## src/rtl/alu_arbiter.sv

```systemverilog
// ============================================================================
//  Module   : alu_arbiter
//  Brief    : Two-requester arbiter for a shared combinational ALU, with a
//             one-entry response buffer and an architectural NZCV register.
//  Revision : 1.0
// ============================================================================
`default_nettype none

module alu_arbiter #(
    parameter int FIXED_PRIO = 0
) (
    input  logic        clk,
    input  logic        rst_n,

    input  logic        req0_valid,
    output logic        req0_ready,
    input  logic [31:0] req0_lhs,
    input  logic [31:0] req0_rhs,
    input  logic [4:0]  req0_uop,

    input  logic        req1_valid,
    output logic        req1_ready,
    input  logic [31:0] req1_lhs,
    input  logic [31:0] req1_rhs,
    input  logic [4:0]  req1_uop,

    output logic [31:0] alu_lhs,
    output logic [31:0] alu_rhs,
    output logic [4:0]  alu_uop,
    input  logic [31:0] alu_out,
    input  logic [3:0]  alu_flags,

    output logic        rsp_valid,
    input  logic        rsp_ready,
    output logic        rsp_id,
    output logic [31:0] rsp_data,
    output logic [3:0]  rsp_flags,

    output logic [3:0]  nzcv,
    input  logic        flush
);

    localparam logic [4:0] c_UOP_NOP = 5'd0;
    localparam logic [4:0] c_UOP_ADD = 5'd1;
    localparam logic [4:0] c_UOP_SUB = 5'd2;
    localparam logic [4:0] c_UOP_AND = 5'd3;
    localparam logic [4:0] c_UOP_EOR = 5'd4;
    localparam logic [4:0] c_UOP_CMP = 5'd5;
    localparam logic [4:0] c_UOP_LSL = 5'd6;
    localparam logic [4:0] c_UOP_LSR = 5'd7;
    localparam logic [4:0] c_UOP_MOV = 5'd8;

    typedef enum logic [0:0] {
        ST_EMPTY = 1'b0,
        ST_FULL  = 1'b1
    } state_e;

    state_e      state_q, state_d;
    logic        last_grant_q, last_grant_d;
    logic        rsp_id_q, rsp_id_d;
    logic [31:0] rsp_data_q, rsp_data_d;
    logic [3:0]  rsp_flags_q, rsp_flags_d;
    logic [3:0]  nzcv_q, nzcv_d;

    logic        w_buf_free;
    logic        w_grant_en;
    logic        w_pick1;
    logic        w_gnt0;
    logic        w_gnt1;
    logic        w_accept;

    function automatic logic sets_flags(input logic [4:0] uop);
        case (uop)
            c_UOP_ADD, c_UOP_SUB, c_UOP_AND, c_UOP_EOR,
            c_UOP_CMP, c_UOP_LSL, c_UOP_LSR, c_UOP_MOV: sets_flags = 1'b1;
            default:                                    sets_flags = 1'b0;
        endcase
    endfunction

    // A full buffer that is draining this cycle can be refilled at the same edge.
    assign w_buf_free = (state_q == ST_EMPTY) || rsp_ready;
    assign w_grant_en = w_buf_free && !flush;

    generate
        if (FIXED_PRIO != 0) begin : g_fixed_prio
            assign w_pick1 = !req0_valid;
        end else begin : g_round_robin
            assign w_pick1 = req1_valid && (!req0_valid || !last_grant_q);
        end
    endgenerate

    assign w_gnt0   = w_grant_en && req0_valid && !w_pick1;
    assign w_gnt1   = w_grant_en && req1_valid &&  w_pick1;
    assign w_accept = w_gnt0 || w_gnt1;

    assign req0_ready = w_gnt0;
    assign req1_ready = w_gnt1;

    always_comb begin
        alu_lhs = 32'd0;
        alu_rhs = 32'd0;
        alu_uop = c_UOP_NOP;
        if (w_gnt0) begin
            alu_lhs = req0_lhs;
            alu_rhs = req0_rhs;
            alu_uop = req0_uop;
        end else if (w_gnt1) begin
            alu_lhs = req1_lhs;
            alu_rhs = req1_rhs;
            alu_uop = req1_uop;
        end
    end

    always_comb begin
        state_d      = state_q;
        last_grant_d = last_grant_q;
        rsp_id_d     = rsp_id_q;
        rsp_data_d   = rsp_data_q;
        rsp_flags_d  = rsp_flags_q;
        nzcv_d       = nzcv_q;
        if (flush) begin
            // Held response is dropped without a handshake.
            state_d = ST_EMPTY;
        end else if (w_accept) begin
            state_d      = ST_FULL;
            last_grant_d = w_gnt1;
            rsp_id_d     = w_gnt1;
            rsp_data_d   = alu_out;
            rsp_flags_d  = alu_flags;
            if (sets_flags(alu_uop)) begin
                nzcv_d = alu_flags;
            end
        end else if ((state_q == ST_FULL) && rsp_ready) begin
            state_d = ST_EMPTY;
        end
    end

    always_ff @(posedge clk or negedge rst_n) begin
        if (!rst_n) begin
            state_q      <= ST_EMPTY;
            last_grant_q <= 1'b1;
            rsp_id_q     <= 1'b0;
            rsp_data_q   <= 32'd0;
            rsp_flags_q  <= 4'd0;
            nzcv_q       <= 4'd0;
        end else begin
            state_q      <= state_d;
            last_grant_q <= last_grant_d;
            rsp_id_q     <= rsp_id_d;
            rsp_data_q   <= rsp_data_d;
            rsp_flags_q  <= rsp_flags_d;
            nzcv_q       <= nzcv_d;
        end
    end

    assign rsp_valid = (state_q == ST_FULL);
    assign rsp_id    = rsp_id_q;
    assign rsp_data  = rsp_data_q;
    assign rsp_flags = rsp_flags_q;
    assign nzcv      = nzcv_q;

endmodule

`default_nettype wire

```

## config.mk

```make
export PLATFORM = sky130hd
export DESIGN_NAME = alu_arbiter
export DESIGN_NICKNAME = d
export VERILOG_FILES = /design/src/rtl/alu_arbiter.sv
export SDC_FILE = /design/constraint.sdc
export NUM_CORES = 1
export LEC_CHECK = 0
export BUFFER_PORTS_ARGS = -buffer_cell sky130_fd_sc_hd__buf_2
export CAP_MARGIN = 40
export CORE_AREA = 5 5 112 114
export DETAILED_ROUTE_END_ITERATION = 8
export DIE_AREA = 0 0 117 119
export PLACE_DENSITY = 0.61
export SYNTH_ARGS = -nofsm -noshare
export SYNTH_HDL_FRONTEND = slang
export SYNTH_SLANG_ARGS = --single-unit
```

## constraint.sdc

```tcl
create_clock -name clk -period 2.5 [get_ports clk]
set_input_delay 0.125 -clock clk [delete_from_list [all_inputs] [get_ports clk]]
set_output_delay 0.125 -clock clk [all_outputs]
set_load 0.01 [all_outputs]
```

=== Word level (Yosys, flattened, before mapping) ===
Memory sizes are Yosys's and may differ from the RTL's.
Cells that the tools add are included.

* Mux-type cells: 12
* Bitwise logic cells: 2
* Reduce and logical (&&, ||, !) cells: 17

{| class="wikitable"
|+ Operator list
! kind !! number
|-
| $mux 32 || 4
|-
| $mux 5 || 2
|-
| $logic_and 1x1->1 || 7
|-
| $mux 1 || 6
|-
| $logic_not 1->1 || 4
|-
| $logic_or 1x1->1 || 3
|-
| $reduce_and 3->1 || 1
|-
| $reduce_bool 3->1 || 1
|-
| $not 1->1 || 2
|-
| $reduce_and 2->1 || 1
|}

* Input port bits: 180
* Memories kept: 1
* Output and inout port bits: 113
* Logic and storage cells: 38
* Bits in read-only memories: 16
* Flip-flop bits (word level): 43

{| class="wikitable"
|+ Memories
! memory !! words !! width !! rd ports !! clocked after Yosys merged registers in !! write ports !! RTL line !! RTL
|-
| (name not given) || 16 || 1 || 1 || 0 || 0 || 73 || <nowiki>case (uop)</nowiki>
|}

=== Longest topological paths before layout ===
Gate-level depths: netlist (run 1).
An unclocked memory read counts as a cell.

* Word-level depth: 12
* Mapped depth: 6
* Gate-level depth less buffers: 5

=== Worst setup path before layout (run 1) ===
No wires, ideal clock.

* Path kind: register to register
* Start: reg state_q (netlist: rsp_valid)
* End: reg nzcv_q[0] (netlist: nzcv[0])
* Setup slack: 431 ps
* Arrival time: 1944 ps
* Period minus slack after synthesis: 2069 ps
* Path buffers: 1
* Data required time: 2375 ps
* Stages on the path, launching flop included: 7
* Library setup time: 125 ps
* Cells stage by stage: dfrtp_1 -> nor2b_1 -> nor4b_1 -> buf_2 -> a22oi_1 -> a311oi_4 -> mux2_2

* Longest elaborated chain between the ends: 12
* Elaborated cells on any way between the ends: 15
* Classes of those cells: 5 x mux; 1 x bitwise; 8 x reduce/logical; 1 x memory

{| class="wikitable"
|+ Ends and longest elaborated chain
! element !! RTL line !! RTL
|-
| start, declared || 58 || <nowiki>state_e state_q, state_d;</nowiki>
|-
| start signal, assigned || 147 || <nowiki>state_q <= state_d;</nowiki>
|-
| $not 1->1 (*) || 81 || <nowiki>assign w_buf_free = (state_q == ST_EMPTY) || rsp_ready;</nowiki>
|-
| $logic_or 1x1->1 (*) || 81 ||
|-
| $logic_and 1x1->1 (*) || 82 || <nowiki>assign w_grant_en = w_buf_free && !flush;</nowiki>
|-
| $logic_and 1x1->1 (2 in a row) || 93 || <nowiki>assign w_gnt1 = w_grant_en && req1_valid && w_pick1;</nowiki>
|-
| $mux 5 || 107 || <nowiki>end else if (w_gnt1) begin</nowiki>
|-
| $mux 5 || 103 || <nowiki>if (w_gnt0) begin</nowiki>
|-
| $mem_v2 16x1 || n/a ||
|-
| $mux 1 || 73 ||
|-
| $mux 1 || 124 || <nowiki>end else if (w_accept) begin</nowiki>
|-
| $mux 1 || 121 || <nowiki>if (flush) begin</nowiki>
|-
| $reduce_and 3->1 (no source line) (*) || n/a ||
|-
| end signal, assigned || 152 || <nowiki>nzcv_q <= nzcv_d;</nowiki>
|-
| end, declared || 63 || <nowiki>logic [3:0] nzcv_q, nzcv_d;</nowiki>
|}

Every way passes the cells marked *; elsewhere a longest branch is shown, timed or not. The select of a mux whose other input is x is not followed.
A chain may end at the register's enable or synchronous reset.

=== Worst setup path in the final report (run 1) ===
* Start: reg state_q (netlist: rsp_valid)
* End: out alu_lhs[5]

* Longest elaborated chain between the ends: 7
* Elaborated cells on any way between the ends: 9
* Classes of those cells: 2 x mux; 1 x bitwise; 6 x reduce/logical

{| class="wikitable"
|+ Ends and longest elaborated chain
! element !! RTL line !! RTL
|-
| $not 1->1 (*) || 81 ||
|-
| $logic_or 1x1->1 (*) || 81 ||
|-
| $logic_and 1x1->1 (*) || 82 ||
|-
| $logic_and 1x1->1 (2 in a row) || 93 ||
|-
| $mux 32 || 107 ||
|-
| $mux 32 (*) || 103 ||
|-
| end, declared || 27 || <nowiki>output logic [31:0] alu_lhs,</nowiki>
|}

Every way passes the cells marked *; elsewhere a longest branch is shown, timed or not.

==> qor.yml, run 1 <==
path_cells: "nor2b_1 -> nor4b_2 -> buf_6 -> a22o_1 -> buf_2"
met3_length_um: 1060
rsz0062_at_grt: "no"
outcome: "complete, no violations"
grt_pass1_wl_um: 15300
num_io_pins: 293
cts_tree: "yes"
htree_levels: 2
yosys_warnings: 0
crit_family: "simple AND/OR/NAND/NOR gates"
wl_met1_um: 3900
grt_pass1_vias: 2942
first_pass_iters: 4
grt_use_total_pct: 13.9
hpwlAfterDp_um: 9270
maxSlewHeadroom_pct: 67.0
core_area_um2: 11300
synth_cells: 195
ant_nets: 0
place_inst: 617
finalHoldViolations: 0
postCtsSetupBuffers: 0
finalCritPeriodShare_pct: 91.0
syn-num-nets: 375
fin_skew_ps: 3.48
dieArea_um2: 13900
worstMarginPinSlew_ps: 494
wl_um: 10900
max-vdd-ir-drop_mv: 0.374
antenna_found_initial: 0
r2r-start: "rsp_valid"
io_buffer_count: 292
clk_path_buf_depth: 2
drive_gt1_share_pct: 73.1
cts_root_buffer: "clkbuf_16"
clk_pin_slew_worst_paths_ps: 60
startpoint: "rsp_valid"
drcViolationCount: 0
startpoint_type: "register"
min_from: "alu_out[21]"
fin_cells: 626
slowest_stage: "nor4b_2"
gp_congestion: 0.862
nets: 662
max_freq_mhz: 439
routedWlPerCell_um: 17.4
finalSetupTns_ps: 0
num_vias: 2911
endpoint_kind: "output pin"
drv_slew: 0
hold_class: "input pin to register"
die-height_um: 119
synth.avg_cell_area_um2: 12.1
powerDensity_nw_per_um2: 567
cts_buffers: 5
grt_max_degree: 74
arrival_ps: 2150
cp.required_ps: 2380
dieWidth_um: 117
ys_seq_area_share_pct: 45.5
crit_path_max_incr_delay_ps: 500
grt_overflow: 0
drt-initial-drc-count: 122
routed.top_layer: "met4"
fin_crit_ps: 2280
worstSkewPairLatency_ps: 280
wl_met2_um: 5800
start_util_pct: 20.9
syn2layout_area_growth_pct: 77.2
ys_types: 24
setup_viol: 0
syn_area_um2: 2370
clock-sinks: 43
ys_ff_latch: 43
critPathMaxFanout: 52
n_antenna_cell: 0
cp.buffers_inverters: 2
power.leakage_nw: 2.31
drv_cap: 0
crit_type: "register to output pin"
via_per_inst: 4.65
rows: 39
==> final timing paths <==
| check | endpoint | slack, ps | cells after the start |
|---|---|---|---|
| setup / recovery | alu_lhs[5] | 220 | 5 |
| hold / removal | rsp_data[21] | 70 | 2 |
| setup reg to reg | nzcv[3] | 280 | 5 |
| hold reg to reg | rsp_id | 500 | 2 |
| max in group asynchronous | last_grant_q | 1570 | 3 |
| min in group asynchronous | rsp_data[27] | 360 | 2 |
==> cell usage after synthesis (all sizes together) <==
| master | n | area, um2 |
|---|---|---|
| nand2 | 1 | 3.75 |
| a21bo | 1 | 10.0 |
| buf | 5 | 20.0 |
| nor3 | 3 | 20.0 |
| nor2 | 6 | 22.5 |
| clkbuf | 14 | 52.6 |
| nor4b | 1 | 8.76 |
| dfstp | 1 | 26.3 |
| a21oi | 2 | 10.0 |
| nor2b | 2 | 12.5 |
| nand3 | 1 | 5.00 |
| nand2b | 1 | 6.26 |
| a2111o | 1 | 11.3 |
| inv | 1 | 3.75 |
| or3 | 1 | 6.26 |
| a22o | 69 | 606 |
| a311oi | 1 | 26.3 |
| mux2 | 40 | 450 |
| a22oi | 1 | 7.51 |
| nor4 | 1 | 6.26 |
| dfrtp | 42 | 1050 |
==> final cells by class <==
type	count	area (um2)
flip-flops and latches	43	1080
multi-input cells	132	1230
well taps	143	179
inverters	1	3.75
clock buffers	5	125
repair buffers	299	1550
fillers	1178	7130
clock inverters	3	23.8
==> state kept, by name, summed over array words and instances (netlist names) <==
| signal | count |
|---|---|
| rsp_data | 32 |
| nzcv | 4 |
| rsp_flags | 4 |
| last_grant_q | 1 |
| rsp_id | 1 |
| rsp_valid | 1 |
==> cells in the final DEF, fill, tap and decap left out <==
cell and count:
dfstp_2 1, a21oi_1 2, nor4b_2 1, nor2b_1 2, dlygate4sd3_1 1, buf_12 1, nor2_1 6, nand2_1 1
a22oi_1 1, clkbuf_16 5, nor4_1 1, a22o_2 1, a2111o_1 1, mux2_2 40, clkinvlp_4 2, nor3_4 1
a22o_1 68, inv_1 1, or3_1 1, inv_6 1, buf_6 1, nor3_2 1, buf_4 3, nor3_1 1
buf_2 292, nand2b_1 1, dfrtp_1 42, nand3_1 1, a21bo_2 1, a311oi_4 1, buf_16 1
==> per-layer routing <==
layer	vias up	global-route usage, %
met5	-	0
li1	1347	-
met1	1382	16.0
met3	17	3.35
met4	0	2.44
met2	165	26.0
==> kinds of logic (layout without fill, tap and decap cells) <==
| group | after synthesis | count (layout) | share of synthesized area, % |
|---|---|---|---|
| AO/OA/AOI/OAI | 75 | 75 | 28.3 |
| buffers and inverters | 20 | 308 | 3.23 |
| flip-flops | 43 | 43 | 45.5 |
| multiplexers | 40 | 40 | 19.0 |
| AND/OR/NAND/NOR | 17 | 17 | 3.86 |
==> where the power goes <==
| group | total, W | leakage, nW | internal, W | switching (W) |
|---|---|---|---|---|
| registers | 0.000889 | 0.505 | 0.000828 | 0.0000610 |
| logic | 0.000842 | 1.74 | 0.000434 | 0.000408 |
| clock network | 0.000646 | 0.0664 | 0.000373 | 0.000272 |
| total | 0.00238 | 2.31 | 0.00164 | 0.000742 |
==> metrics by stage <==
| step | cell area (um2) | setup slack [ps] | total power (W) | hold WS (ps) | util (%) |
|---|---|---|---|---|---|
| floorplan | 2370 | 431 | 0.00130 | -171 | - |
| global placement | 4000 | 319 | 0.00173 | 315 | 35.3 |
| CTS | 4190 | 92.5 | 0.00242 | 64.2 | 37.0 |
| finish | 4190 | 224 | 0.00238 | 72.6 | 37.0 |
| detailed placement | 4030 | 261 | 0.00176 | 112 | 35.6 |
| global route | 4190 | 102 | 0.00252 | 69.7 | 37.0 |
==> repair_timing <==
| action | 4_1_cts | 5_1_grt |
|---|---|---|
| resized for setup | 0 | 1 |
| hold endpoints to repair | 19 | 0 |
| endpoints found under the setup margin | 0 | 4 |
| hold buffers | 1 | 0 |
(Power assumes the default switching activity.)
==> run 2: changes to the inputs <==
Settings changed: CORE_AREA 5 5 112 114 to 2 2 115 117, CTS_BUF_LIST set to sky130_fd_sc_hd__clkbuf_8, PLACE_DENSITY 0.61 to 0.56.
==> run 2 against run 1 <==
  * Routed wire length fell by 9.0%
  * Critical endpoint is now alu_lhs[2]
  * Via count fell by 1.6%
  * Largest cell class unchanged
  * Worst setup slack improved by 7.9 ps
  * Global-route usage fell by 0.56 points
  * Critical path depth did not move
  * Sequential cell count did not move
  * Total power fell by 4.1%
  * Non-clock buffer count fell by 2
  * Clock power fell by 14%
  * Clock-buffer cell count did not move
  * Register-to-register slack got worse by 30 ps
==> qor.yml, run 2 (same netlist as run 1, synthesis figures left out) <==
place_area_um2: 4060
grt_use_total_pct: 13.3
first_pass_iters: 4
cts_resized: 0
path_cells: "nor2b_1 -> nor4b_2 -> buf_12 -> a22o_1 -> buf_2"
drt-initial-drc-count: 137
start_util_pct: 18.4
grt_max_degree: 74
fin_cells: 658
startpoint_type: "register"
slowest_stage: "nor4b_2"
grt_pass1_wl_um: 14300
hpwlAfterDp_um: 8230
finalCritPeriodShare_pct: 90.7
grt_overflow: 0
powerDensity_nw_per_um2: 545
num_io_pins: 293
max_freq_mhz: 441
setup_viol: 0
io_buffer_count: 292
crit_type: "register to output pin"
cp.required_ps: 2380
dieArea_um2: 13900
worstMarginPinSlew_ps: 479
max-vdd-ir-drop_mv: 0.284
endpoint_kind: "output pin"
ant_nets: 0
clock-sinks: 43
final_common_cell: "buf_2"
timing.rr.end: "nzcv[0]"
critPathMaxFanout: 72
drive_gt1_share_pct: 73.0
reg2reg_depth: 5
routedWlPerCell_um: 15.1
clk_path_buf_depth: 2
hold_class: "input pin to register"
gp_congestion: 0.767
nets: 660
maxSlewHeadroom_pct: 68.0
clk_pin_slew_worst_paths_ps: 90
ctsHoldBuffers: 1
place_inst: 648
largest_reg_flops: 32
fin_crit_ps: 2270
cts_root_buffer: "clkbuf_8"
finalHoldViolations: 0
min_from: "alu_out[5]"
arrival_ps: 2140
power.leakage_nw: 2.29
drv_cap: 0
power.total_w: 0.00228
drcViolationCount: 0
antenna_found_initial: 2
worstSkewPairLatency_ps: 300
dieWidth_um: 117
wl_um: 9930
core_area_um2: 12900
grt_pass1_vias: 2723
drv_slew: 0
cts_buffers: 5
design_area_um2: 4190
die-height_um: 119
num_vias: 2864
cts_tree: "yes"
r2r-start: "rsp_valid"
syn2layout_area_growth_pct: 76.9
reg2reg_slack_ps: 250
postCtsSetupBuffers: 0
rsz0062_at_grt: "no"
finalSetupTns_ps: 0
rows: 42
hold_path_end: "rsp_data[5]"
fin_skew_ps: 4.34
layout_common_cells: "292 x buf_2, 68 x a22o_1, 42 x dfrtp_1"
htree_levels: 2
hold_path_depth: 2
crit_path_max_incr_delay_ps: 480
via_per_inst: 4.35
outcome: "complete, no violations"
-- run 2: cell type report --
class	count	area, um2
clock inverters	3	43.8
fillers	1335	8690
flip-flops and latches	43	1080
diodes	1	2.50
well taps	176	220
clock buffers	5	68.8
multi-input cells	132	1230
inverters	1	3.75
repair buffers	297	1540
-- run 2: how the worst max path moves through the flow --
stage | start | endpoint | slack [ps] | cells past startpoint
after floorplan | rsp_valid | nzcv[0] | 430 | 6
after global placement | rsp_valid | nzcv[1] | 320 | 5
after detailed placement | rsp_valid | nzcv[0] | 260 | 5
after CTS | rsp_valid | alu_lhs[2] | 230 | 5
after global routing | rsp_valid | alu_lhs[2] | 120 | 5
final | rsp_valid | alu_lhs[2] | 230 | 5
-- run 2: report_power, final --
part | internal [W] | switching [W]
sequential | 0.000827 | 0.0000588
clock | 0.000298 | 0.000256
combinational | 0.000432 | 0.000408
-- run 2: routing by layer --
layer | vias to the layer above | track usage [%] | part of all wire [%]
li1 | 1342 | - | -
met4 | 2 | 3.38 | 1.6
met5 | - | 0 | 0.13
met3 | 14 | 3.72 | 8.8
met2 | 142 | 22.7 | 49
met1 | 1364 | 16.5 | 41
-- run 2: critical path: cells and delay by family (launching register included) --
kind            cells  cell delay [ps]
flops               1              400
buf+inv             2              480
compound gates      1              240
simple gates        2              680
-- run 2: per-stage QoR --
step | util [%] | setup slack, ps | hold slack, ps
after floorplan | - | 431 | -171
after global placement | 31.4 | 319 | 327
after detailed placement | 31.5 | 256 | 36.4
after CTS | 32.5 | 225 | 30.7
after global routing | 32.5 | 123 | 27.3
final | 32.5 | 232 | 49.9
==> run 3: changes to the inputs <==
Settings changed: CORE_AREA 2 2 115 117 to 2 2 112 114, DIE_AREA 0 0 117 119 to 0 0 114 116, HOLD_SLACK_MARGIN set to 0.06, PLACE_DENSITY 0.56 to 0.59.
==> run 3 against run 2 <==
  * Combinational power up 2.5%
  * Core utilization up 4.3 points
  * Cell count shrank 0.30%
  * Routed wire length up 9.0%
  * First-iteration DRC count decreased by 15%
  * Final area up 4.7%
  * Critical path depth did not move
  * Clock power decreased by 15%
  * Sequential share of layout area shrank 1.2 points
  * Via count up 3.2%
  * Largest power group unchanged
==> qor.yml, run 3 (same netlist as run 1, synthesis figures left out) <==
core_area_um2: 11900
hold_path_end: "rsp_data[20]"
clock-sinks: 43
max-vdd-ir-drop_mv: 0.295
cts_tree: "yes"
clk_path_buf_depth: 2
grt_pass1_wl_um: 14400
worstSkewPairLatency_ps: 290
reg2reg_depth: 5
power.leakage_nw: 2.39
dieWidth_um: 114
crit_type: "register to output pin"
dieArea_um2: 13200
wl_um: 10800
outcome: "complete, no violations"
htree_levels: 2
reg2reg_slack_ps: 390
rows: 40
grt_pass1_vias: 2750
syn2layout_area_growth_pct: 85.2
worstMarginPinSlew_ps: 467
fin_skew_ps: 16.3
finalCritPeriodShare_pct: 89.8
drt-initial-drc-count: 117
place_ws_ps: 376
setup_ws_ps: 255
powerDensity_nw_per_um2: 508
num_vias: 2956
grt_use_total_pct: 14.2
fill_cells: 1217
grt_max_degree: 71
cts_resized: 0
io_buffer_count: 292
finalHoldViolations: 0
arrival_ps: 2120
drcViolationCount: 0
hold_class: "input pin to register"
endpoint_kind: "output pin"
start_util_pct: 19.9
finalSetupTns_ps: 0
drv_cap: 0
r2r-start: "last_grant_q"
nets: 687
setup_viol: 0
cp.required_ps: 2380
layout_common_cells: "292 x buf_2, 68 x a22o_1, 42 x dfrtp_1"
via_per_inst: 4.51
routedWlPerCell_um: 16.5
maxSlewHeadroom_pct: 68.9
min_from: "alu_out[20]"
critPathMaxFanout: 43
grt_overflow: 0
final_common_cell: "buf_2"
clk_pin_slew_worst_paths_ps: 90
first_pass_iters: 4
fin_crit_ps: 2240
drv_slew: 0
die-height_um: 116
ant_nets: 0
num_io_pins: 293
hold_path_depth: 2
drive_gt1_share_pct: 69.7
startpoint_type: "register"
largest_reg_flops: 32
antenna_found_initial: 1
cts_buffers: 5
rsz0062_at_grt: "no"
hpwlAfterDp_um: 8910
max_freq_mhz: 445
gp_congestion: 0.729
timing.rr.end: "nzcv[1]"
cts_root_buffer: "clkbuf_8"
postCtsSetupBuffers: 0
[run 3: what timing repair did]
| action | in CTS | in global routing |
|---|---|---|
| endpoints found under the setup margin | 0 | 0 |
| hold buffers | 24 | 1 |
| endpoints found under the hold margin | 40 | 1 |
[run 3: critical path, stage by stage (launching register included)]
cell	delay, ps
dfstp_2	540
nor2b_1	50
nor4b_2	400
buf_4	460
a22o_1	240
buf_2	140
[run 3: metal layers]
metal / GRT usage (%) / wire length [um]
met1: 15.3 / 3790
met2: 29.0 / 6330
met3: 2.98 / 687
met4: 1.22 / 19
met5: 0 / 0
[run 3: power breakdown]
part / internal (W) / switching [W]
Sequential: 0.000827 / 0.0000691
Combinational: 0.000457 / 0.000404
Clock: 0.000226 / 0.000244
[run 3: worst max-delay path by stage]
stage                     cells after the start          end  slack, ps         start
final                                         5  alu_lhs[15]        260  last_grant_q
after global routing                          5  alu_lhs[15]        140  last_grant_q
after CTS                                     5  alu_lhs[15]        240  last_grant_q
after detailed placement                      5      nzcv[1]        380  last_grant_q
after global placement                        5      nzcv[3]        460   req0_uop[2]
after floorplan                               6      nzcv[0]        430     rsp_valid
[run 3: metrics by stage]
stage                     area, um2  cells  hold slack (ps)  utilization, %  total power (W)
after global placement         4010    621              316            33.7          0.00173
after global routing           4380    655             64.4            36.8          0.00236
after floorplan                2370    195             -171               -          0.00130
after detailed placement       4030    622             83.2            33.9          0.00175
after CTS                      4370    654             62.2            36.7          0.00226
final                          4380    656             69.7            36.8          0.00223
[run 3: layout make-up]
type,instances,area (um2),share of cell area [%]
diodes,1,2.50,0.0571
clock buffers,6,82.6,1.88
clock inverters,2,13.8,0.314
inverters,1,3.75,0.0856
multi-input cells,132,1230,28.1
flip-flops and latches,43,1080,24.6
well taps,147,184,4.20
repair buffers,324,1790,40.8
